--- src/rtl/regbank_mux_file_pkg.sv ---
// regbank_mux_file_pkg
//   Shared defaults and constants for the write-back register bank.
//   - DEF_WIDTH / DEF_DEPTH / DEF_NUM_SRC : default parameter values
//   - WB_SRC_ALU / WB_SRC_MEM             : write-back source indices
//   - ZERO_REG                            : 1 when REGBANK_ZERO_REG_EN is defined
//     (register 0 hardwired to zero), 0 otherwise.
package regbank_mux_file_pkg;

    localparam int DEF_WIDTH   = 32;
    localparam int DEF_DEPTH   = 32;
    localparam int DEF_NUM_SRC = 2;

    // Write-back source indices into wr_src
    localparam int WB_SRC_ALU = 0;
    localparam int WB_SRC_MEM = 1;

`ifdef REGBANK_ZERO_REG_EN
    localparam bit ZERO_REG = 1'b1;
`else
    localparam bit ZERO_REG = 1'b0;
`endif

endpackage

--- src/rtl/regbank_mux_file_bus_mux_n.sv ---
// bus_mux_n
//   Combinational N:1 bus select.
//   Ports:
//     src   in  NUM_SRC*WIDTH  flattened sources; source k = src[k*WIDTH +: WIDTH]
//     sel   in  SEL_W          source index
//     data  out WIDTH          selected source (0 when sel is out of range)
//     legal out 1              sel < NUM_SRC
module bus_mux_n #(
    parameter int WIDTH   = 32,
    parameter int NUM_SRC = 2,
    localparam int SEL_W  = $clog2(NUM_SRC)
) (
    input  logic [NUM_SRC*WIDTH-1:0] src,
    input  logic [SEL_W-1:0]         sel,
    output logic [WIDTH-1:0]         data,
    output logic                     legal
);

    // A compare loop instead of a variable part-select keeps an out-of-range
    // select well defined (zero data, legal low) when NUM_SRC is not a power of 2.
    always_comb begin
        data  = '0;
        legal = 1'b0;
        for (int k = 0; k < NUM_SRC; k++) begin
            if (sel == SEL_W'(k)) begin
                data  = src[k*WIDTH +: WIDTH];
                legal = 1'b1;
            end
        end
    end

endmodule

--- src/rtl/regbank_mux_file.sv ---
// regbank_mux_file
//   Register bank with NUM_SRC-way write-source select, two registered read
//   ports (latency 1) and same-cycle write-to-read bypass.
//   Optional macro: REGBANK_ZERO_REG_EN -- register 0 reads as zero, writes dropped.
//   Ports:
//     clk, reset           clock, synchronous active-high reset
//     wr_en/wr_addr/wr_sel write strobe, destination, source index
//     wr_src               flattened write-back sources
//     rd_en                read strobe for both ports
//     rd_addr_a/b          read addresses
//     rd_data_a/b          registered read data (held while rd_en=0)
//     rd_valid             rd_data_a/b updated this cycle
//     wr_err               sticky illegal-select flag, cleared by reset
module regbank_mux_file
    import regbank_mux_file_pkg::*;
#(
    parameter int WIDTH   = DEF_WIDTH,
    parameter int DEPTH   = DEF_DEPTH,
    parameter int NUM_SRC = DEF_NUM_SRC,
    localparam int ADDR_W = $clog2(DEPTH),
    localparam int SEL_W  = $clog2(NUM_SRC)
) (
    input  logic                     clk,
    input  logic                     reset,
    input  logic                     wr_en,
    input  logic [ADDR_W-1:0]        wr_addr,
    input  logic [SEL_W-1:0]         wr_sel,
    input  logic [NUM_SRC*WIDTH-1:0] wr_src,
    input  logic                     rd_en,
    input  logic [ADDR_W-1:0]        rd_addr_a,
    input  logic [ADDR_W-1:0]        rd_addr_b,
    output logic [WIDTH-1:0]         rd_data_a,
    output logic [WIDTH-1:0]         rd_data_b,
    output logic                     rd_valid,
    output logic                     wr_err
);

    logic [WIDTH-1:0] mem [0:DEPTH-1];

    logic [WIDTH-1:0] wr_data;
    logic             wr_legal;
    logic             wr_ok;
    logic             wr_commit;
    logic [WIDTH-1:0] nxt_a;
    logic [WIDTH-1:0] nxt_b;

    bus_mux_n #(
        .WIDTH   (WIDTH),
        .NUM_SRC (NUM_SRC)
    ) u_wr_mux (
        .src   (wr_src),
        .sel   (wr_sel),
        .data  (wr_data),
        .legal (wr_legal)
    );

    // wr_ok drives the bypass; wr_commit additionally drops writes to the
    // hardwired zero register so storage there never changes.
    assign wr_ok     = wr_en && wr_legal;
    assign wr_commit = wr_ok && !(ZERO_REG && (wr_addr == '0));

    always_comb begin
        nxt_a = (wr_ok && (rd_addr_a == wr_addr)) ? wr_data : mem[rd_addr_a];
        nxt_b = (wr_ok && (rd_addr_b == wr_addr)) ? wr_data : mem[rd_addr_b];
        // Zero register wins even over the bypass
        if (ZERO_REG && (rd_addr_a == '0)) nxt_a = '0;
        if (ZERO_REG && (rd_addr_b == '0)) nxt_b = '0;
    end

    always_ff @(posedge clk) begin
        if (reset) begin
            for (int i = 0; i < DEPTH; i++) mem[i] <= '0;
            rd_data_a <= '0;
            rd_data_b <= '0;
            rd_valid  <= 1'b0;
            wr_err    <= 1'b0;
        end else begin
            if (wr_commit) mem[wr_addr] <= wr_data;
            if (rd_en) begin
                rd_data_a <= nxt_a;
                rd_data_b <= nxt_b;
            end
            rd_valid <= rd_en;
            if (wr_en && !wr_legal) wr_err <= 1'b1;
        end
    end

endmodule

--- config.mk ---
export PLATFORM = sky130hd
export DESIGN_NAME = regbank_mux_file
export DESIGN_NICKNAME = d
export VERILOG_FILES = /design/src/rtl/regbank_mux_file_pkg.sv /design/src/rtl/regbank_mux_file_bus_mux_n.sv /design/src/rtl/regbank_mux_file.sv
export SDC_FILE = /design/constraint.sdc
export NUM_CORES = 2
export LEC_CHECK = 0
export BUFFER_PORTS_ARGS = -buffer_cell sky130_fd_sc_hd__buf_2
export CELL_PAD_IN_SITES_DETAIL_PLACEMENT = 1
export CELL_PAD_IN_SITES_GLOBAL_PLACEMENT = 1
export CORE_ASPECT_RATIO = 1.4
export CORE_MARGIN = 2
export CORE_UTILIZATION = 54
export CTS_CLUSTER_DIAMETER = 100
export DETAILED_ROUTE_END_ITERATION = 7
export HOLD_SLACK_MARGIN = 0.1
export PLACE_DENSITY_LB_ADDON = 0.25
export SYNTH_ARGS = -nofsm -noshare
export SYNTH_HDL_FRONTEND = slang
export SYNTH_HIERARCHICAL = 1
export SYNTH_SLANG_ARGS = --single-unit
--- constraint.sdc ---
create_clock -name clk -period 3.4 [get_ports clk]
set_input_delay 0.68 -clock clk [delete_from_list [all_inputs] [get_ports clk]]
set_output_delay 0.68 -clock clk [all_outputs]
set_load 0.02 [all_outputs]
**After elaboration in Yosys (flattened, before gate mapping)**

Memory sizes are Yosys's and may differ from the RTL's. A register that Yosys moved wholly into a read port is not among the register bits.
Index checks and enable logic that the tools add are counted.

- Register bits: 1
- RAM bits: 1024
- Bits of input ports: 84
- Output and inout bits: 66
- Logic and storage cells: 12
- Memories kept: 1

Memory list:

| memory | depth | bits a word | read ports | clocked after memory_dff | write ports | line | source |
|---|---|---|---|---|---|---|---|
| mem | 32 | 32 | 2 | 2 | 32 | regbank_mux_file.sv:38 | `logic [WIDTH-1:0] mem [0:DEPTH-1];` |

- Mux-type cells: 9
- Reduce and logical (&&, ||, !) cells: 1

Operator list:

| operator | number |
|---|---|
| 2-to-1 mux 32 bit | 2 |
| OR reduction 32 bit | 1 |
| 2-to-1 mux 1 bit | 6 |
| 2-to-1 mux 5 bit | 1 |

**Depth between registers and ports, before layout**

- Depth in word-level cells: 5
- Depth in mapped cells: 10
- Mapped depth without buffers: 5

**Cells and area by module**

The synthesis kept the hierarchy.

By module, submodules not included:

| module | instances | cells an instance | area each (um2) |
|---|---|---|---|
| regbank_mux_file | 1 | 3918 | 57134.8 |
| bus_mux_n | 1 | 38 | 555.5 |

**Worst setup path after synthesis**

OpenSTA, ideal clock, no wires.

- Path type: input-to-reg
- Start point: input port reset
- End point: memory mem[28][0] (enable)
- Arrival: 2166 ps
- Required time: 3025 ps
- Path slack: 859 ps
- Stages on the path: 6
- Cell sequence: buf_6 -> nand3b_4 -> or3_1 -> clkbuf_1 -> nor2_1 -> or2_2

RTL lines:

| item | line | source |
|---|---|---|
| start: declaration | regbank_mux_file.sv:24 | `input logic reset,` |
| end: declaration | regbank_mux_file.sv:38 |  |

==> impl_metrics.env <==
export IMPL_ys_types=62
export IMPL_grtUsageTotal=0.418
export IMPL_ctsRootBufferMaster="clkbuf_16"
export IMPL_cts_buffers=105
export IMPL_post_cts_buffers=0
export IMPL_fillCellCount=9593
export IMPL_critPathArrivalTime_ns=3.11
export IMPL_grt_pass1_wl_um=317000
export IMPL_synth_area_top_cells="edfxtp_1 (53%), mux4_2 (18%), and2_1 (11%)"
export IMPL_clk_pin_slew_ns=0.07
export IMPL_status="finished clean"
export IMPL_synth_edf_count=1024
export IMPL_dieHeight_um=391
export IMPL_cts_resized=0
export IMPL_dp_hpwl_um=139000
export IMPL_slew_headroom=0.367
export IMPL_first_pass_iters=6
export IMPL_p_leak_uw=0.0227
export IMPL_clk_latency_ns=0.73
export IMPL_maxCapViolations=0
export IMPL_ys_seq_area_frac=0.556
export IMPL_grt_pass1_vias=42600
export IMPL_start_kind="input pin"
export IMPL_max_stage_delay_ns=0.70
export IMPL_antenna_found_initial=20
export IMPL_rows=141
export IMPL_cts_sinks=1090
export IMPL_multi_input_area_mm2=0.0238
export IMPL_rr_worst_depth=6
export IMPL_dieWidth_um=280
export IMPL_cp_slowest_cell="nand3_1"
export IMPL_criticalPathCategory="in2reg"
export IMPL_holdPathStages=2
export IMPL_cp_num_cells=7
export IMPL_yosys_warnings=6
export IMPL_pin_count=150
export IMPL_grt_start_max_net_pins=90
export IMPL_netlist_area_mm2=0.0577
export IMPL_worstSetupStartpoint="rd_addr_a[4]"
export IMPL_wl_per_cell_um=41.3
export IMPL_hp_start="rd_data_b[23]"
export IMPL_tns_ns=0
export IMPL_crit_buf_inv=3
export IMPL_clock_skew_ns=0.0326
export IMPL_worst_pin_slew_ns=0.950
export IMPL_final_nets=4124
export IMPL_core_mm2=0.106
export IMPL_critical_path_max_fanout=11
export IMPL_ys_flop_type="edfxtp_1"
export IMPL_finalCriticalPeriod_ns=2.47
export IMPL_setup_violations=0
export IMPL_wl_um=227000
export IMPL_path_cells="buf_2 -> inv_2 -> nand3_1 -> buf_4 -> o22a_1 -> o221ai_1 -> o32ai_1"
export IMPL_ant_nets=0
export IMPL_drt_iter0_drc=6292
export IMPL_r2r_start="mem[15][1]"
export IMPL_ctsHoldBuffers=0
export IMPL_drive_gt1_frac=0.280
export IMPL_pwr_density_cell_mw_per_mm2=502
export IMPL_fin_crit_sh=0.726
export IMPL_syn_avg_cell_area_um2=14.6
export IMPL_vias_per_cell=7.38
export IMPL_synth_top_area_share=0.533
export IMPL_drc=0
export IMPL_cts_htree_levels=3
export IMPL_area_growth_pct=11.6
export IMPL_yosysTopAreaCell="edfxtp_1"
export IMPL_crit_family="buffers and inverters"
export IMPL_overflow=0
export IMPL_required_ns=4.04
export IMPL_final_area_mm2=0.0644
export IMPL_regArea_mm2=0.0321
export IMPL_cts_tree="built"
export IMPL_gp_congestion=0.914
export IMPL_num_vias=40500
export IMPL_port_buffers=149
export IMPL_syn_nets=4040
export IMPL_hold_viol=0
export IMPL_syn_inst=3956
export IMPL_slew_viol_final=0
export IMPL_yosys_register_bits=1090
export IMPL_max_freq_mhz=405
export IMPL_clock_path_buffers=3
export IMPL_die_area_mm2=0.110
export IMPL_start_util=0.546
export IMPL_place_area_mm2=0.0609
export IMPL_async_flop_share=0
export IMPL_rsz0062_at_grt="no"
export IMPL_ir_worst_vdd_mv=0.434
export IMPL_end_kind="flip-flop"
export IMPL_min_path_type="reg2reg"
[worst min-delay path, cell delays in order (launching register included)]
cell     delay [ns]
dfxtp_1        0.32
a22oi_1        0.06
o21ai_0        0.06
[power by group]
group,leakage [µW],internal [µW],switching [µW],total (µW)
Sequential,0.0103,15400,477,15900
Clock,0.00173,6800,5430,12200
Combinational,0.0107,1660,2560,4220
Total,0.0227,23800,8470,32300
[path summary, 6_finish.rpt]
check / slack [ns] / end
setup / recovery: 0.93 / rd_data_a[23]
setup reg to reg: 1.44 / rd_data_a[1]
hold reg to reg: 0.48 / rd_data_b[23]
hold / removal: 0.48 / rd_data_b[23]
[through the flow]
| stage | utilization | setup slack (ns) | hold slack [ns] | total power, µW | cells |
|---|---|---|---|---|---|
| global placement | 0.576 | 0.438 | 0.461 | 20000 | 5291 |
| finish | 0.609 | 0.930 | 0.478 | 32300 | 5497 |
| detailed placement | 0.576 | 0.405 | 0.465 | 20200 | 5291 |
| floorplan | - | 0.859 | 0.574 | 18400 | 3956 |
| CTS | 0.609 | 1.10 | 0.482 | 32200 | 5488 |
| global route | 0.609 | 0.966 | 0.534 | 32900 | 5490 |
[layer usage]
metal / vias to the layer above / share of wire / track usage
li1: 15300 / - / -
met1: 20900 / 0.32 / 0.499
met2: 3375 / 0.47 / 0.659
met3: 1044 / 0.12 / 0.106
met4: 8 / 0.086 / 0.306
met5: - / 0.00021 / 0
[sequential cells by signal (all words and copies together) (netlist names)]
name and flops:
mem 1024, rd_data_a 32, rd_data_b 32, rd_valid 1
wr_err 1
[Yosys cell counts (13+ instances only)]
| cell | n |
|---|---|
| clkbuf_1 | 265 |
| edfxtp_1 | 1024 |
| o221ai_1 | 26 |
| buf_1 | 24 |
| o22a_1 | 15 |
| a22oi_1 | 131 |
| a41oi_1 | 15 |
| mux4_2 | 470 |
| o21ai_0 | 37 |
| nand2_1 | 83 |
| nor3b_1 | 13 |
| nor2_1 | 170 |
| buf_6 | 13 |
| o22ai_1 | 75 |
| and2_1 | 1037 |
| or2_2 | 36 |
| a21oi_1 | 41 |
| buf_2 | 53 |
| mux2_4 | 30 |
| dfxtp_1 | 66 |
| mux2i_1 | 125 |
| buf_4 | 41 |
[cell usage in the layout, fill, tap and decap left out, drive strengths merged, types with 4 or more instances in the layout]
master / n
nor2: 171
mux2i: 125
or3: 7
inv: 16
o211ai: 10
dfxtp: 66
o221a: 13
a31oi: 6
or2: 36
and2: 1037
nor3b: 13
nand3b: 4
o21ai: 47
clkinv: 44
nand3: 13
nor2b: 7
xnor2: 9
o22ai: 75
and3: 5
diode: 9
o32ai: 10
nand2: 83
a41oi: 15
mux4: 470
bufinv: 10
a22oi: 131
buf: 385
clkbuf: 136
o221ai: 26
a21oi: 41
mux2: 39
a221oi: 10
o22a: 15
edfxtp: 1024
clkinvlp: 5
nand2b: 8
[cell families (layout without fill, tap and decap cells)]
kind of cell,count (synthesis),count (layout),share of synthesized area
and+or+nand+nor,1393,1393,0.141
DFF,1090,1090,0.556
muxes,634,634,0.215
buffers and inverters,422,596,0.0360
AOI/OAI and AO/OA,406,406,0.0508
xor gates and xnor gates,10,10,0.00152
other,1,10,0.0000650
[cell type report]
type | instances | share of cell area
Antenna cell | 9 | 0.000350
Clock buffer | 135 | 0.0453
Clock inverter | 62 | 0.00898
Inverter | 13 | 0.000758
Multi-Input combinational cell | 2444 | 0.370
Sequential cell | 1090 | 0.498
Tap cell | 1358 | 0.0264
Timing Repair Buffer | 386 | 0.0498
Power figures use the tool's default switching activity.
